## config.mk

```make
export PLATFORM = sky130hd
export DESIGN_NAME = aq_gemac_arp_cache
export DESIGN_NICKNAME = d
export VERILOG_FILES = /design/src/rtl/aq_gemac_arp_cache_pkg.sv /design/src/rtl/aq_gemac_arp_table.sv /design/src/rtl/aq_gemac_arp_cache.sv
export SDC_FILE = /design/constraint.sdc
export NUM_CORES = 2
export LEC_CHECK = 0
export ABC_AREA = 1
export CAP_MARGIN = 20
export CORE_MARGIN = 5
export CORE_UTILIZATION = 55
export CTS_BUF_LIST = sky130_fd_sc_hd__clkbuf_16
export DETAILED_ROUTE_END_ITERATION = 8
export PLACE_DENSITY = 0.83
export SYNTH_ARGS = -nofsm -noshare
export SYNTH_HDL_FRONTEND = slang
export SYNTH_SLANG_ARGS = --single-unit
```

## constraint.sdc

```tcl
create_clock -name CLK -period 30.6 [get_ports CLK]
set_clock_uncertainty 0.05 [all_clocks]
set_input_delay 6.12 -clock CLK [delete_from_list [all_inputs] [get_ports CLK]]
set_output_delay 6.12 -clock CLK [all_outputs]
set_load 0.005 [all_outputs]
```

## src/rtl/aq_gemac_arp_cache_pkg.sv

```systemverilog
// Shared types for the L3 ARP cache: FSM states, operation kind, binding payload.
package aq_gemac_arp_cache_pkg;

  localparam int unsigned IP_W  = 32;
  localparam int unsigned MAC_W = 48;

  typedef enum logic [1:0] {
    ST_IDLE   = 2'd0,
    ST_AGE    = 2'd1,
    ST_SCAN   = 2'd2,
    ST_COMMIT = 2'd3
  } state_e;

  typedef enum logic {
    OP_LOOKUP = 1'b0,
    OP_LEARN  = 1'b1
  } op_e;

  typedef struct packed {
    logic [IP_W-1:0]  ip;
    logic [MAC_W-1:0] mac;
  } arp_bind_t;

endpackage

```

## src/rtl/aq_gemac_arp_table.sv

```systemverilog
// ARP entry flop array: one async indexed read port, one write port,
// a broadcast aging strobe and the packed valid vector.
module aq_gemac_arp_table
  import aq_gemac_arp_cache_pkg::*;
#(
  parameter int unsigned            ENTRIES = 8,
  parameter int unsigned            AGE_W   = 8,
  parameter logic [AGE_W-1:0]       AGE_MAX = AGE_W'(200),
  localparam int unsigned           IDX_W   = $clog2(ENTRIES)
) (
  input  logic               clk_i,
  input  logic               rst_i,
  input  logic [IDX_W-1:0]   rd_idx_i,
  output logic               rd_valid_c_o,
  output logic [IP_W-1:0]    rd_ip_c_o,
  output logic [MAC_W-1:0]   rd_mac_c_o,
  output logic [AGE_W-1:0]   rd_age_c_o,
  input  logic               wr_en_i,
  input  logic [IDX_W-1:0]   wr_idx_i,
  input  logic [IP_W-1:0]    wr_ip_i,
  input  logic [MAC_W-1:0]   wr_mac_i,
  input  logic               age_stb_i,
  output logic [ENTRIES-1:0] valid_o
);

  logic [ENTRIES-1:0] valid_q;
  arp_bind_t          bind_q [ENTRIES];
  logic [AGE_W-1:0]   age_q  [ENTRIES];

  // Entry storage: aging strobe and write are never active in the same cycle.
  always_ff @(posedge clk_i or posedge rst_i) begin
    if (rst_i) begin
      valid_q <= '0;
      for (int i = 0; i < int'(ENTRIES); i++) begin
        bind_q[i] <= '0;
        age_q[i]  <= '0;
      end
    end else begin
      for (int i = 0; i < int'(ENTRIES); i++) begin
        if (age_stb_i) begin
          if (valid_q[i]) begin
            if (age_q[i] == AGE_MAX) begin
              valid_q[i] <= 1'b0;
            end else begin
              age_q[i] <= age_q[i] + AGE_W'(1);
            end
          end
        end else if (wr_en_i && (wr_idx_i == IDX_W'(i))) begin
          valid_q[i] <= 1'b1;
          bind_q[i]  <= '{ip: wr_ip_i, mac: wr_mac_i};
          age_q[i]   <= '0;
        end
      end
    end
  end

  assign rd_valid_c_o = valid_q[rd_idx_i];
  assign rd_ip_c_o    = bind_q[rd_idx_i].ip;
  assign rd_mac_c_o   = bind_q[rd_idx_i].mac;
  assign rd_age_c_o   = age_q[rd_idx_i];
  assign valid_o      = valid_q;

endmodule

```

## src/rtl/aq_gemac_arp_cache.sv

```systemverilog
// ARP cache beside the L3 controller: learns IP->MAC bindings, answers lookups
// after a full fixed-length table scan, and ages entries on a periodic tick.
module aq_gemac_arp_cache
  import aq_gemac_arp_cache_pkg::*;
#(
  parameter int unsigned      ENTRIES = 8,
  parameter int unsigned      AGE_W   = 8,
  parameter logic [AGE_W-1:0] AGE_MAX = AGE_W'(200),
  localparam int unsigned     IDX_W   = $clog2(ENTRIES),
  localparam int unsigned     CNT_W   = $clog2(ENTRIES + 1)
) (
  input  logic              CLK,
  input  logic              RST,
  input  logic              ARPC_ENABLE,
  input  logic              LEARN_VALID,
  input  logic [31:0]       LEARN_IP,
  input  logic [47:0]       LEARN_MAC,
  input  logic              ARPC_REQUEST,
  input  logic [31:0]       ARPC_IP_ADDRESS,
  output logic              READY,
  output logic              ARPC_VALID,
  output logic              ARPC_HIT,
  output logic [47:0]       ARPC_MAC_ADDRESS,
  input  logic              AGE_TICK,
  output logic [CNT_W-1:0]  ENTRY_COUNT
);

  state_e             state_q, state_d;
  op_e                op_q, op_d;
  logic [IP_W-1:0]    ip_q, ip_d;
  logic [MAC_W-1:0]   mac_q, mac_d;
  logic [IDX_W-1:0]   scan_idx_q, scan_idx_d;
  logic               match_found_q, match_found_d;
  logic [IDX_W-1:0]   match_idx_q, match_idx_d;
  logic [MAC_W-1:0]   match_mac_q, match_mac_d;
  logic               inv_found_q, inv_found_d;
  logic [IDX_W-1:0]   inv_idx_q, inv_idx_d;
  logic               old_found_q, old_found_d;
  logic [IDX_W-1:0]   old_idx_q, old_idx_d;
  logic [AGE_W-1:0]   old_age_q, old_age_d;
  logic               age_pending_q, age_pending_d;
  logic               ready_q, ready_d;
  logic               arpc_valid_q, arpc_valid_d;
  logic               arpc_hit_q, arpc_hit_d;
  logic [MAC_W-1:0]   arpc_mac_q, arpc_mac_d;
  logic [CNT_W-1:0]   count_q, count_d;

  logic               rd_valid;
  logic [IP_W-1:0]    rd_ip;
  logic [MAC_W-1:0]   rd_mac;
  logic [AGE_W-1:0]   rd_age;
  logic               wr_en;
  logic [IDX_W-1:0]   wr_idx;
  logic               age_stb;
  logic [ENTRIES-1:0] valid_vec;
  logic               accept;
  logic               hit_now;

  assign READY  = ready_q & ARPC_ENABLE;
  assign accept = READY & (LEARN_VALID | ARPC_REQUEST);

  aq_gemac_arp_table #(
    .ENTRIES (ENTRIES),
    .AGE_W   (AGE_W),
    .AGE_MAX (AGE_MAX)
  ) u_table (
    .clk_i        (CLK),
    .rst_i        (RST),
    .rd_idx_i     (scan_idx_q),
    .rd_valid_c_o (rd_valid),
    .rd_ip_c_o    (rd_ip),
    .rd_mac_c_o   (rd_mac),
    .rd_age_c_o   (rd_age),
    .wr_en_i      (wr_en),
    .wr_idx_i     (wr_idx),
    .wr_ip_i      (ip_q),
    .wr_mac_i     (mac_q),
    .age_stb_i    (age_stb),
    .valid_o      (valid_vec)
  );

  // FSM state register.
  always_ff @(posedge CLK or posedge RST) begin
    if (RST) begin
      state_q <= ST_IDLE;
    end else begin
      state_q <= state_d;
    end
  end

  // Next state, scan bookkeeping, table control and registered outputs.
  always_comb begin
    state_d       = state_q;
    op_d          = op_q;
    ip_d          = ip_q;
    mac_d         = mac_q;
    scan_idx_d    = scan_idx_q;
    match_found_d = match_found_q;
    match_idx_d   = match_idx_q;
    match_mac_d   = match_mac_q;
    inv_found_d   = inv_found_q;
    inv_idx_d     = inv_idx_q;
    old_found_d   = old_found_q;
    old_idx_d     = old_idx_q;
    old_age_d     = old_age_q;
    arpc_valid_d  = 1'b0;
    arpc_hit_d    = arpc_hit_q;
    arpc_mac_d    = arpc_mac_q;
    wr_en         = 1'b0;
    wr_idx        = old_idx_q;
    age_stb       = 1'b0;
    age_pending_d = AGE_TICK | (age_pending_q & (state_q != ST_AGE));
    hit_now       = rd_valid & (rd_ip == ip_q) & (ip_q != '0);

    case (state_q)
      ST_IDLE: begin
        if (age_pending_q) begin
          state_d = ST_AGE;
        end else if (accept) begin
          op_d          = LEARN_VALID ? OP_LEARN : OP_LOOKUP;
          ip_d          = LEARN_VALID ? LEARN_IP : ARPC_IP_ADDRESS;
          mac_d         = LEARN_MAC;
          scan_idx_d    = '0;
          match_found_d = 1'b0;
          inv_found_d   = 1'b0;
          old_found_d   = 1'b0;
          state_d       = ST_SCAN;
        end
      end
      ST_AGE: begin
        age_stb = 1'b1;
        state_d = ST_IDLE;
      end
      ST_SCAN: begin
        if (hit_now && !match_found_q) begin
          match_found_d = 1'b1;
          match_idx_d   = scan_idx_q;
          match_mac_d   = rd_mac;
        end
        if (!rd_valid && !inv_found_q) begin
          inv_found_d = 1'b1;
          inv_idx_d   = scan_idx_q;
        end
        // Strictly-greater keeps the lowest index on age ties.
        if (rd_valid && (!old_found_q || (rd_age > old_age_q))) begin
          old_found_d = 1'b1;
          old_idx_d   = scan_idx_q;
          old_age_d   = rd_age;
        end
        if (scan_idx_q == IDX_W'(ENTRIES - 1)) begin
          state_d = ST_COMMIT;
          if (op_q == OP_LOOKUP) begin
            arpc_valid_d = 1'b1;
            arpc_hit_d   = match_found_d;
            arpc_mac_d   = match_found_d ? match_mac_d : '0;
          end
        end else begin
          scan_idx_d = scan_idx_q + IDX_W'(1);
        end
      end
      ST_COMMIT: begin
        // Refresh a match, else fill a hole, else evict the oldest.
        if ((op_q == OP_LEARN) && (ip_q != '0)) begin
          wr_en = 1'b1;
          if (match_found_q) begin
            wr_idx = match_idx_q;
          end else if (inv_found_q) begin
            wr_idx = inv_idx_q;
          end
        end
        // A tick that landed during the operation is serviced straight away.
        state_d = age_pending_q ? ST_AGE : ST_IDLE;
      end
      default: begin
        state_d = ST_IDLE;
      end
    endcase

    ready_d = (state_d == ST_IDLE) & ~age_pending_d;

    count_d = '0;
    for (int i = 0; i < int'(ENTRIES); i++) begin
      count_d = count_d + CNT_W'(valid_vec[i]);
    end
  end

  // Operation context, scan results and output registers.
  always_ff @(posedge CLK or posedge RST) begin
    if (RST) begin
      op_q          <= OP_LOOKUP;
      ip_q          <= '0;
      mac_q         <= '0;
      scan_idx_q    <= '0;
      match_found_q <= 1'b0;
      match_idx_q   <= '0;
      match_mac_q   <= '0;
      inv_found_q   <= 1'b0;
      inv_idx_q     <= '0;
      old_found_q   <= 1'b0;
      old_idx_q     <= '0;
      old_age_q     <= '0;
      age_pending_q <= 1'b0;
      ready_q       <= 1'b0;
      arpc_valid_q  <= 1'b0;
      arpc_hit_q    <= 1'b0;
      arpc_mac_q    <= '0;
      count_q       <= '0;
    end else begin
      op_q          <= op_d;
      ip_q          <= ip_d;
      mac_q         <= mac_d;
      scan_idx_q    <= scan_idx_d;
      match_found_q <= match_found_d;
      match_idx_q   <= match_idx_d;
      match_mac_q   <= match_mac_d;
      inv_found_q   <= inv_found_d;
      inv_idx_q     <= inv_idx_d;
      old_found_q   <= old_found_d;
      old_idx_q     <= old_idx_d;
      old_age_q     <= old_age_d;
      age_pending_q <= age_pending_d;
      ready_q       <= ready_d;
      arpc_valid_q  <= arpc_valid_d;
      arpc_hit_q    <= arpc_hit_d;
      arpc_mac_q    <= arpc_mac_d;
      count_q       <= count_d;
    end
  end

  assign ARPC_VALID       = arpc_valid_q;
  assign ARPC_HIT         = arpc_hit_q;
  assign ARPC_MAC_ADDRESS = arpc_mac_q;
  assign ENTRY_COUNT      = count_q;

endmodule

```

Yosys cells after proc, flatten, opt, wreduce, memory -nomap -nowiden:

Index checks and enable logic that the tools add are counted.

* logic and storage cells: 284
* bits in registers: 922
* input bits: 118
* output and inout bits: 55

* bitwise operators: 13
* $add $sub $neg: 16
* reductions and logical operators: 55
* equal/unequal tests: 42
* $lt $le $gt $ge: 3
* multiplexer cells: 104

Operators with widths (number)
* 8-bit 2-to-1 mux: 34
* 80-bit binary-select mux with 3-bit select: 1
* 80-bit 2-to-1 mux: 2
* 48-bit 2-to-1 mux: 2
* 8-bit by 1-bit adder with 8-bit output, second input constant: 8
* 8-bit equality test, second input constant: 8
* 1-bit 2-to-1 mux: 47
* 3-bit AND reduction: 11
* 32-bit equality test: 1
* 32-bit 2-to-1 mux: 1
* 32-bit nonzero test: 1
* 2-bit inequality test, second input constant: 13
* 8-bit binary-select mux with 3-bit select: 1
* 2-bit AND reduction: 11
* 3-bit 2-to-1 mux: 7
* 2-bit by 1-bit inequality test with 1-bit output, second input constant: 9
* 2-bit nonzero test: 9
* 4-bit by 1-bit adder with 4-bit output: 4
* 3-bit equality test, second input constant: 5
* 1-bit logical AND: 12
* 4-bit AND reduction: 3
* 8-bit greater-than comparator: 1
* 2-bit one-hot mux with 4 select lines: 1
* 1-bit AND: 6
* other kinds (21): 35

Longest topological paths before layout:

* depth after elaboration: 11
* gate-level depth with buffers: 22
* mapped depth without buffers: 18

Modules after synthesis:

Synthesis repeated with hierarchy kept, for this count alone.

* cells, all modules: 5545
* area, all modules: 43427.9 µm²

By module, submodules not included
* aq_gemac_arp_table: times used 1, seq. area each 17817.1 µm², area an instance 33246.9 µm², cells an instance 4179
* aq_gemac_arp_cache: times used 1, seq. area each 5255.0 µm², area an instance 10181.0 µm², cells an instance 1366

Worst setup path before layout:

OpenSTA, ideal clock, no wires.

* path type: input-to-output
* start point: input port ARPC_ENABLE
* end point: output port READY
* buffers on the path: 0
* setup slack: 18.220 ns
* arrival time: 6.210 ns
* required time: 24.430 ns
* stages: 2
* cell sequence: nand2_1 -> inv_1

* cells in the longest elaborated chain, start to end: 1

RTL lines
* from (decl): line aq_gemac_arp_cache.sv:14 `input logic ARPC_ENABLE,`
* 1-bit AND: line aq_gemac_arp_cache.sv:59 `assign READY = ready_q & ARPC_ENABLE;`
* to (decl): line aq_gemac_arp_cache.sv:20 `output logic READY,`

Every way passes these cells.

Worst setup path in the final report:

Same ends and word-level chain as after synthesis.

==> results.tsv <==
stage	metric	value	unit
clocking	hold_buffers	0	
logic_synthesis	synthCells	5439	
placed_design	dpl.hpwl	63140	microns
grt	antenna_found_initial	0	
clocking	cts_resized	0	
logic_synthesis	synth_cell_types	34	
clocking	cts_root_buffer	clkbuf_16	
run_status	run_status	complete, no violations	
sta	tns	0	ns
logic_synthesis	synth.avg_cell_area	7.939	sq um
grt	track_usage	0.2627	
sta	setup_viol_count_final	0	
clocking	cts.sinks	922	
clocking	post_cts_buffers	0	
placed_design	placed_cell_area	45130	sq um
critical_path	r2r_slack	24.35	ns
critical_path	worst_path_most_repeated_cell	clkdlybuf4s50_1	
logic_synthesis	seq_area_frac_synth	0.5343	
critical_path	r2r_end	match_mac_q[40]	
critical_path	crit_fanout	2	
critical_path	critPathLaunchType	primary input	
drt	first_iter_violations	4717	
placed_design	portBuffers	172	
drt	route.vias.total	37690	
power	irDropWorstVdd	0.00005633	V
critical_path	arrival	7.18	ns
die	die_h	290.2	microns
cells_and_area	stdcell_area	48060	sq um
sta	rsz0062_at_grt	no	
clocking	path_clk_slew	0.05	ns
cells_and_area	area_growth	11.29	%
sta	worst_slew_pin_slew	1.110	ns
clocking	cts_buffers	94	
grt	grt_overflow_total	0	
critical_path	ff2ff_path_depth	21	
critical_path	worstSetupPathType	primary input to primary output	
drt	drc	0	
logic_synthesis	synth_top_area_frac	0.5343	
clocking	cts_buffer_depth	3	
min_path	min_to	u_table.bind_q[125]	
grt	grt_pass1_vias	35930	
flow_run	drv_cap	0	
logic_synthesis	synth.cell_area	43180	sq um
cells_and_area	drive_gt1_frac	0.03680	
min_path	min_from	u_table.bind_q[125]	
critical_path	slowest_delay	0.50	ns
cells_and_area	final_nets	5547	
logic_synthesis	yosysWarnings	0	
clocking	cts_htree_levels	3	
drt	firstDrtPassIters	6	
critical_path	cp_slowest_cell	clkdlybuf4s50_1	
critical_path	critical-path-top-delay-family	buffers and inverters	
sta	fmax	0.07490	GHz
sta	slew_headroom	0.2599	
die	start_util	0.5556	
critical_path	cp-end-kind	primary output	
sta	hold_violations	0	
critical_path	r2r-start	scan_idx_q[0]	
drt	detail_route.wl_per_cell	17.51	microns
critical_path	critical_path_required	24.43	ns
critical_path	crit_chain	clkdlybuf4s50_1 -> nand2_1 -> inv_1 -> clkdlybuf4s50_1	
sta	fin_crit	13.35	ns
drt	routed_via_density	5.796	
clocking	clock_latency	0.65	ns
min_path	hold_class	flip-flop to flip-flop	
die	ios	173	
power	leakage	0.02277	uW
drt	ant_nets	0	
die	die_area	84220	sq um
clocking	tritoncts	built	
logic_synthesis	yosys.area.top_type	dfrtp_1	
grt	grt_max_degree	184	
sta	period_share	0.4363	
logic_synthesis	ys_ff_latch	922	
die	num_rows	102	
min_path	hold_path_depth	2	
critical_path	crit_buf_inv	3	
die	coreArea	77720	sq um
drt	totalWireLength	113800	microns
placed_design	globalplace.congestion	0.8518	
logic_synthesis	syn_nets	5590	
grt	grt_pass1_wl	185500	microns
die	die_w	290.2	microns
cells_and_area	n_fill_cell	6445	
sta	slew_violations	0	
logic_synthesis	synth_area_leaders	dfrtp_1 53%, nand2_1 13%, o21ai_0 12%	
cells_and_area	diodes	0	
power	powerDensity	77.70	nW/um^2
==> power breakdown <==
| part | internal (uW) | total, uW | switching [uW] |
|---|---|---|---|
| clock network | 597 | 1080 | 483 |
| registers | 1340 | 1440 | 99.7 |
| logic | 346 | 1220 | 872 |
==> cell families after synthesis <==
logic type / Yosys count / synth area share
AOI/OAI and AO/OA: 1334 / 0.1602
xor gates and xnor gates: 22 / 0.004462
adders and majority gates: 33 / 0.01026
buffers and inverters: 824 / 0.07609
DFF: 922 / 0.5343
and+or+nand+nor: 2304 / 0.2147
==> cell type report <==
cell class / instances / area, sq um / share of cell area
Multi-Input combinational cell: 3693 / 16900 / 0.3516
Tap cell: 1040 / 1301 / 0.02708
Inverter: 469 / 1779 / 0.03702
Clock buffer: 95 / 2377 / 0.04947
Sequential cell: 922 / 23080 / 0.4803
Clock inverter: 67 / 470.5 / 0.009790
Timing Repair Buffer: 216 / 2150 / 0.04473
==> stage by stage <==
| stage | setup WS (ns) | power, uW | cells | hold WS, ns | util |
|---|---|---|---|---|---|
| after floorplan | 11.74 | 2293 | 5439 | 0.3856 | - |
| after global placement | 17.20 | 2605 | 6337 | 0.4059 | 0.5806 |
| after detailed placement | 17.25 | 2636 | 6337 | 0.4158 | 0.5806 |
| after CTS | 17.24 | 3721 | 6499 | 0.4299 | 0.6172 |
| after global routing | 17.21 | 3966 | 6502 | 0.4446 | 0.6183 |
| final | 17.25 | 3734 | 6502 | 0.4279 | 0.6183 |
==> cells in the mapped netlist <==
| cell type | count |
|---|---|
| fa_1 | 4 |
| xor2_1 | 20 |
| o22ai_1 | 97 |
| inv_1 | 466 |
| a21oi_2 | 1 |
| nor2_1 | 449 |
| a21oi_1 | 41 |
| o21ai_1 | 62 |
| buf_4 | 9 |
| dfrtp_1 | 922 |
| o21ai_0 | 1071 |
| xnor2_1 | 2 |
| clkinv_1 | 1 |
| nor4_1 | 13 |
| o31ai_1 | 1 |
| or2_2 | 5 |
| o21bai_1 | 2 |
| ha_1 | 29 |
| nand2_1 | 1472 |
| nor2_4 | 3 |
| inv_2 | 2 |
| clkbuf_1 | 238 |
| nor3_1 | 22 |
| nand4_1 | 75 |
| o221ai_1 | 1 |
| a221oi_1 | 7 |
| a21o_1 | 1 |
| buf_6 | 9 |
| nand3_1 | 263 |
| o211ai_1 | 10 |
| nand3_2 | 2 |
| a31oi_1 | 40 |
| buf_1 | 26 |
| buf_2 | 73 |
==> how the worst max path moves through the flow <==
| stage | from | to | depth (start not counted) |
|---|---|---|---|
| floorplan | RST | ARPC_HIT | 1 |
| global placement | ARPC_ENABLE | READY | 4 |
| detailed placement | ARPC_ENABLE | READY | 4 |
| CTS | ARPC_ENABLE | READY | 4 |
| global route | ARPC_ENABLE | READY | 4 |
| finish | ARPC_ENABLE | READY | 4 |
==> sequential cells by signal, indices dropped and copies added (netlist names) <==
register and cells:
mac_q 48, ENTRY_COUNT 4, match_idx_q 3, old_idx_q 3
ARPC_MAC_ADDRESS 48, ARPC_VALID 1, ip_q 32, u_table.valid_o 8
ARPC_HIT 1, u_table.bind_q 640, inv_idx_q 3, scan_idx_q 3
inv_found_q 1, old_found_q 1, match_found_q 1, match_mac_q 48
age_pending_q 1, ready_q 1, op_q 1, u_table.age_q 64
state_q 2, old_age_q 8
==> per-layer routing <==
layer  global-route usage  share of wire  up-vias  routed length (microns)
li1                     -              -    17590                        -
met1               0.3636           0.42    18140                    47520
met2               0.4279           0.47     1719                    53760
met3              0.03913          0.081      229                     9230
met4              0.09394          0.029        0                     3311
met5                    0              0        -                        0
==> cells in the final DEF (no fill, tap or decap), drive strengths merged, types with 10 or more instances in the layout <==
master,n
dfrtp,922
a21oi,42
a31oi,40
clkdlybuf4s50,172
buf,44
nand4,75
nor3,22
ha,29
nor2,452
o22ai,97
clkbuf,95
inv,488
nand3,265
nand2,1472
clkinv,39
o21ai,1133
o211ai,10
xor2,20
nor4,13
==> worst min-delay path, stage by stage (launching register included) <==
cell	delay [ns]
dfrtp_1	0.34
nand2_1	0.05
o21ai_0	0.06
(Power assumes the default switching activity.)
